File: src/rtl/nor4_sweep_pkg.sv
// Shared types and helpers for the four-input NOR sweep controller.
// NOR4_GRAY_SEQ_EN selects Gray vector order instead of binary order.
package nor4_sweep_pkg;

    localparam int NUM_VEC = 16;
    localparam int VEC_W   = 4;
    localparam int ERR_W   = 5;

    typedef enum logic [1:0] {
        ST_IDLE  = 2'd0,
        ST_APPLY = 2'd1,
        ST_DONE  = 2'd2
    } state_t;

    function automatic logic [VEC_W-1:0] seq_of(
        input logic [VEC_W-1:0] idx
    );
`ifdef NOR4_GRAY_SEQ_EN
        return idx ^ (idx >> 1);
`else
        return idx;
`endif
    endfunction

endpackage

File: src/rtl/nor4_hold_timer.sv
// Per-vector hold counter: counts 0..HOLD_CYCLES-1 while enabled.
// Ports: clk_i, rst_ni, clr_i (sync clear), en_i (count), last_o (at HOLD-1).
module nor4_hold_timer
    import nor4_sweep_pkg::*;
#(
    parameter int HOLD_CYCLES = 4,
    parameter int CNT_W       = 8
) (
    input  logic clk_i,
    input  logic rst_ni,
    input  logic clr_i,
    input  logic en_i,
    output logic last_o
);

    logic [CNT_W-1:0] cnt_q;
    logic [CNT_W-1:0] cnt_d;

    assign last_o = (cnt_q == CNT_W'(HOLD_CYCLES - 1));

    // Wrap on the last hold cycle so the next vector starts at zero.
    always_comb begin
        cnt_d = cnt_q;
        if (clr_i) begin
            cnt_d = '0;
        end else if (en_i) begin
            cnt_d = last_o ? '0 : cnt_q + CNT_W'(1);
        end
    end

    always_ff @(posedge clk_i or negedge rst_ni) begin
        if (!rst_ni) begin
            cnt_q <= '0;
        end else begin
            cnt_q <= cnt_d;
        end
    end

endmodule

File: src/rtl/nor4_sweep_ctrl.sv
// Sweeps all 16 vectors into a 4-input NOR, samples and checks outG.
// Ports: clk, rst_n, start, dut_out in; vec_out, busy, done, pass,
// err_cnt, first_fail_vec, first_fail_valid out. Macro NOR4_GRAY_SEQ_EN.
module nor4_sweep_ctrl
    import nor4_sweep_pkg::*;
#(
    parameter int HOLD_CYCLES = 4,
    parameter int CNT_W       = 8
) (
    input  logic             clk,
    input  logic             rst_n,
    input  logic             start,
    input  logic             dut_out,
    output logic [VEC_W-1:0] vec_out,
    output logic             busy,
    output logic             done,
    output logic             pass,
    output logic [ERR_W-1:0] err_cnt,
    output logic [VEC_W-1:0] first_fail_vec,
    output logic             first_fail_valid
);

    state_t           state_q;
    logic [VEC_W-1:0] idx_q;
    logic [VEC_W-1:0] vec_q;
    logic             busy_q;
    logic             done_q;
    logic             pass_q;
    logic [ERR_W-1:0] err_q;
    logic [VEC_W-1:0] ffv_q;
    logic             ffok_q;

    logic start_acc;
    logic apply;
    logic last;
    logic exp_nor;
    logic mismatch;

    assign start_acc = (state_q == ST_IDLE) && start;
    assign apply     = (state_q == ST_APPLY);

    // Expected value comes from the vector actually driven, not the index.
    assign exp_nor   = (vec_q == '0);
    assign mismatch  = (dut_out != exp_nor);

    nor4_hold_timer #(
        .HOLD_CYCLES (HOLD_CYCLES),
        .CNT_W       (CNT_W)
    ) u_timer (
        .clk_i  (clk),
        .rst_ni (rst_n),
        .clr_i  (start_acc),
        .en_i   (apply),
        .last_o (last)
    );

    always_ff @(posedge clk or negedge rst_n) begin
        if (!rst_n) begin
            state_q <= ST_IDLE;
            idx_q   <= '0;
            vec_q   <= '0;
            busy_q  <= 1'b0;
            done_q  <= 1'b0;
            pass_q  <= 1'b0;
            err_q   <= '0;
            ffv_q   <= '0;
            ffok_q  <= 1'b0;
        end else begin
            unique case (state_q)
                ST_IDLE: begin
                    vec_q <= '0;
                    if (start) begin
                        state_q <= ST_APPLY;
                        idx_q   <= '0;
                        vec_q   <= seq_of('0);
                        busy_q  <= 1'b1;
                        pass_q  <= 1'b0;
                        err_q   <= '0;
                        ffv_q   <= '0;
                        ffok_q  <= 1'b0;
                    end
                end
                ST_APPLY: begin
                    if (last) begin
                        if (mismatch) begin
                            err_q <= err_q + ERR_W'(1);
                            if (!ffok_q) begin
                                ffok_q <= 1'b1;
                                ffv_q  <= vec_q;
                            end
                        end
                        if (idx_q == VEC_W'(NUM_VEC - 1)) begin
                            state_q <= ST_DONE;
                            busy_q  <= 1'b0;
                            done_q  <= 1'b1;
                            vec_q   <= '0;
                            pass_q  <= (err_q == '0) && !mismatch;
                        end else begin
                            idx_q <= idx_q + VEC_W'(1);
                            vec_q <= seq_of(idx_q + VEC_W'(1));
                        end
                    end
                end
                ST_DONE: begin
                    done_q  <= 1'b0;
                    state_q <= ST_IDLE;
                end
                default: begin
                    state_q <= ST_IDLE;
                end
            endcase
        end
    end

    assign vec_out          = vec_q;
    assign busy             = busy_q;
    assign done             = done_q;
    assign pass             = pass_q;
    assign err_cnt          = err_q;
    assign first_fail_vec   = ffv_q;
    assign first_fail_valid = ffok_q;

endmodule

File: config.mk
export PLATFORM = sky130hd
export DESIGN_NAME = nor4_sweep_ctrl
export DESIGN_NICKNAME = d
export VERILOG_FILES = /design/src/rtl/nor4_sweep_pkg.sv /design/src/rtl/nor4_hold_timer.sv /design/src/rtl/nor4_sweep_ctrl.sv
export SDC_FILE = /design/constraint.sdc
export NUM_CORES = 1
export LEC_CHECK = 0
export CORE_MARGIN = 5
export CORE_UTILIZATION = 58
export DETAILED_ROUTE_END_ITERATION = 7
export PLACE_DENSITY = 0.83
export SETUP_SLACK_MARGIN = 0.3
export SLEW_MARGIN = 20
export SYNTH_ARGS = -nofsm -noshare
export SYNTH_HDL_FRONTEND = slang
export SYNTH_HIERARCHICAL = 1
export SYNTH_SLANG_ARGS = --single-unit
File: constraint.sdc
create_clock -name clk -period 5.2 [get_ports clk]
set_input_delay 1.04 -clock clk [delete_from_list [all_inputs] [get_ports clk]]
set_output_delay 1.04 -clock clk [all_outputs]
set_load 0.05 [all_outputs]
==> metrics.txt <==
Num CTS Buffers 5; number of gates resized after cts 0; Final Util a little over two thirds; Max Fclk 0.3690 GHz; cell internal pwr roughly 560 uW; WL final between 3000 and 4000 microns; clock-pin slew of the registers on the worst-case setup and hold paths around 100 ps; transition time at the pin with the least slew margin around 500 ps; total nets after synthesis 170; Yosys warning total 6; Routed WL per cell about 17 microns; full die area around 4000 sq um; number of distinct library cell variants in the gate-level netlist after synthesis 45; count of endpoints failing setup in the final report 0; drt via density 6.373; peak supply drop between 400 and 500 uV; average cell area after synthesis approximately 10 sq um; run status completed; placeable core area 2734 sq um; required time of the worst setup path 4160 ps; total area of multi-input combinational cells about 790 sq um; final cycle utilization of the critical path a little over half; RSZ-0062 raised after global routing false; CP Launch Type flop; number of fill cells 194; crit path kind flop to primary output; CP arrival between 1500 and 2000 ps; relative contribution of sequential cells to total power between 30% and 40%; number of I/O pins 21; total number of vias around 1400; category of cells accounting for the largest share of critical-path delay buffers and inverters; maximum clock insertion buffer count 2; Hold-fix buffers, CTS 0; total global routing track utilization a little under a fifth; worst-path maximum fanout 5; first-pass iteration count of the detailed router 5; Highest Signal Layer met4; leak pwr about 0.86 nW; number of diodes added for antenna fixing 0; leading cell type in the layout, fill and taps excluded sky130_fd_sc_hd__dfrtp_1; proportion of total power due to net switching 44.98%; vias in the first global route 1300; number of synthesized flops with an enable pin 0; fraction of final layout cells with drive strength greater than 1 between 10% and 20%; largest stage delay on the critical path about 850 ps; combinational share of power between 40% and 50%; type of element capturing the critical path primary output; area growth from synthesis to layout 18.09%; total number of clock tree sinks 31; Seq/Total Area, Yosys between 40 and 50%; TritonCTS clock tree done; min cycle time layout around 2700 ps; detailed-routing wirelength on met1 approximately 1600 microns; Worst path slowest cell sky130_fd_sc_hd__clkdlybuf4s50_1; placer congestion estimate slightly below 0.8; insertion delay of the later-clocked pin in the worst-skew pair ~330 ps; number of nets still failing antenna checks after routing 0; net switching power figure about 460 uW; final hold vios 0; CP Cell Sequence clkdlybuf4s50_1; most frequent cells in the layout sky130_fd_sc_hd__dfrtp_1, sky130_fd_sc_hd__clkdlybuf4s50_1, sky130_fd_sc_hd__o21ai_0, sky130_fd_sc_hd__a21oi_1, sky130_fd_sc_hd__inv_1; effective utilization at floorplan approximately 60%; half-perimeter wire length after placement approximately 2500 microns; sum of buffers and inverters on the critical path 1; Vert. Die Dim roughly 63 microns; met3 routed WL around 300 microns; remaining routing DRC violations 0; root buffer cell sky130_fd_sc_hd__clkbuf_4; number of DRC markers in iteration 0 between 80 and 90; Clock Skew ~10 ps; H-tree depth 2; predominant post-synthesis flop cell sky130_fd_sc_hd__dfrtp_1; total negative setup slack 0 ps; worst-case headroom to the max-slew limit 66.43%; pin count of the biggest net entering global routing 32; path class of the lowest-slack min-delay path flop to flop; detailed route wirelength on metal2 about 1600 microns; Max-cap violations 0; wire length of the first global-routing pass between 6000 and 7000 microns; number of antenna violations at the first check in global routing 0; Rows 19; final-report max-slew violation count 0; cell count after synthesis between 150 and 200; Net count, final 193; area used by sequential logic in the layout 775.7 sq um; Clk network pwr share between 10% and 20%; Synth async-reset ratio 100.0%; total overflow reported by the global router 0; area of the mapped netlist 1639 sq um; power per cell area 528.6 nW/um^2; port bufs 20; width of the chip about 63 microns; buffers inserted during post-CTS setup optimization 0; number of synthesized register bits 31
[final timing paths]
| kind | depth (start not counted) | slack [ps] | endpoint | start |
|---|---|---|---|---|
| worst max register to register | 7 | 2500 | idx_q[1] | u_timer/cnt_q[0] |
| min in group asynchronous | 2 | 1090 | first_fail_vec[3] | rst_n |
| worst min register to register | 1 | 510 | first_fail_vec[0] | first_fail_vec[0] |
| worst min-delay path | 1 | 510 | first_fail_vec[0] | first_fail_vec[0] |
| max in group asynchronous | 2 | 3820 | first_fail_valid | rst_n |
| worst max-delay path | 1 | 2490 | vec_out[1] | vec_out[1] |
[cells in the mapped netlist (3+ instances only)]
cell type                  instances  area, sq um
sky130_fd_sc_hd__nor3_1            3        15.01
sky130_fd_sc_hd__nor2b_1           3        18.77
sky130_fd_sc_hd__o22ai_1           3        18.77
sky130_fd_sc_hd__o21ai_0          12        60.06
sky130_fd_sc_hd__inv_1            11        41.29
sky130_fd_sc_hd__a21o_1            5        37.54
sky130_fd_sc_hd__buf_2             3        15.01
sky130_fd_sc_hd__nand3_1           3        15.01
sky130_fd_sc_hd__or3_1             4        25.02
sky130_fd_sc_hd__nand2_1           8        30.03
sky130_fd_sc_hd__a21oi_1          12        60.06
sky130_fd_sc_hd__a31oi_1           6        37.54
sky130_fd_sc_hd__a22o_1            6        52.55
sky130_fd_sc_hd__ha_1              4        50.05
sky130_fd_sc_hd__clkbuf_1          3        11.26
sky130_fd_sc_hd__dfrtp_1          31        775.7
sky130_fd_sc_hd__nor2_1            6        22.52
[registers in the layout, indices dropped and copies added (netlist names)]
name / cells
first_fail_vec: 4
busy: 1
err_cnt: 5
u_timer/cnt_q: 8
idx_q: 4
first_fail_valid: 1
state_q: 2
vec_out: 4
done: 1
pass: 1
[cell type report]
cell class,count,share of cell area (%)
flip-flops and latches,31,40.08
repair buffers,22,11.12
well taps,31,2.004
clock buffers,8,3.555
multi-input cells,113,40.92
inverters,12,2.327
[cells by family after synthesis]
kind of cell,after synthesis,share of synthesized area [%]
buf+inv,18,4.351
flops,31,47.33
xor+xnor,5,3.130
compound gates,58,24.05
simple gates,45,17.48
fa+ha+maj,4,3.054
mux,1,0.6107
[metal layers]
layer / GRT usage [%] / vias to the layer above
met5: 0 / -
met4: 7.692 / 0
met3: 7.460 / 5
met2: 27.69 / 68
met1: 25.37 / 663
li1: - / 647
[power groups by stage]
stage,logic (mW),registers (mW),clock network [mW]
after floorplan,0.240,0.479,0
after global placement,0.458,0.383,0
after detailed placement,0.469,0.390,0
after CTS,0.473,0.384,0.165
after global routing,0.516,0.397,0.180
final,0.475,0.387,0.161
[metrics by stage]
stage / cells / hold slack, ps / instance area, sq um / setup slack [ps] / total power [mW]
2_1_floorplan: 162 / 507.7 / 1639 / 2917 / 0.7193
3_3_place_gp: 209 / 484.6 / 1867 / 2493 / 0.8414
3_5_place_dp: 209 / 487.0 / 1867 / 2420 / 0.8583
4_1_cts: 217 / 513.5 / 1936 / 2477 / 1.023
5_1_grt: 217 / 533.1 / 1936 / 2316 / 1.092
6_report: 217 / 512.8 / 1936 / 2490 / 1.023
Note: power is estimated with default switching activity, not from simulation.
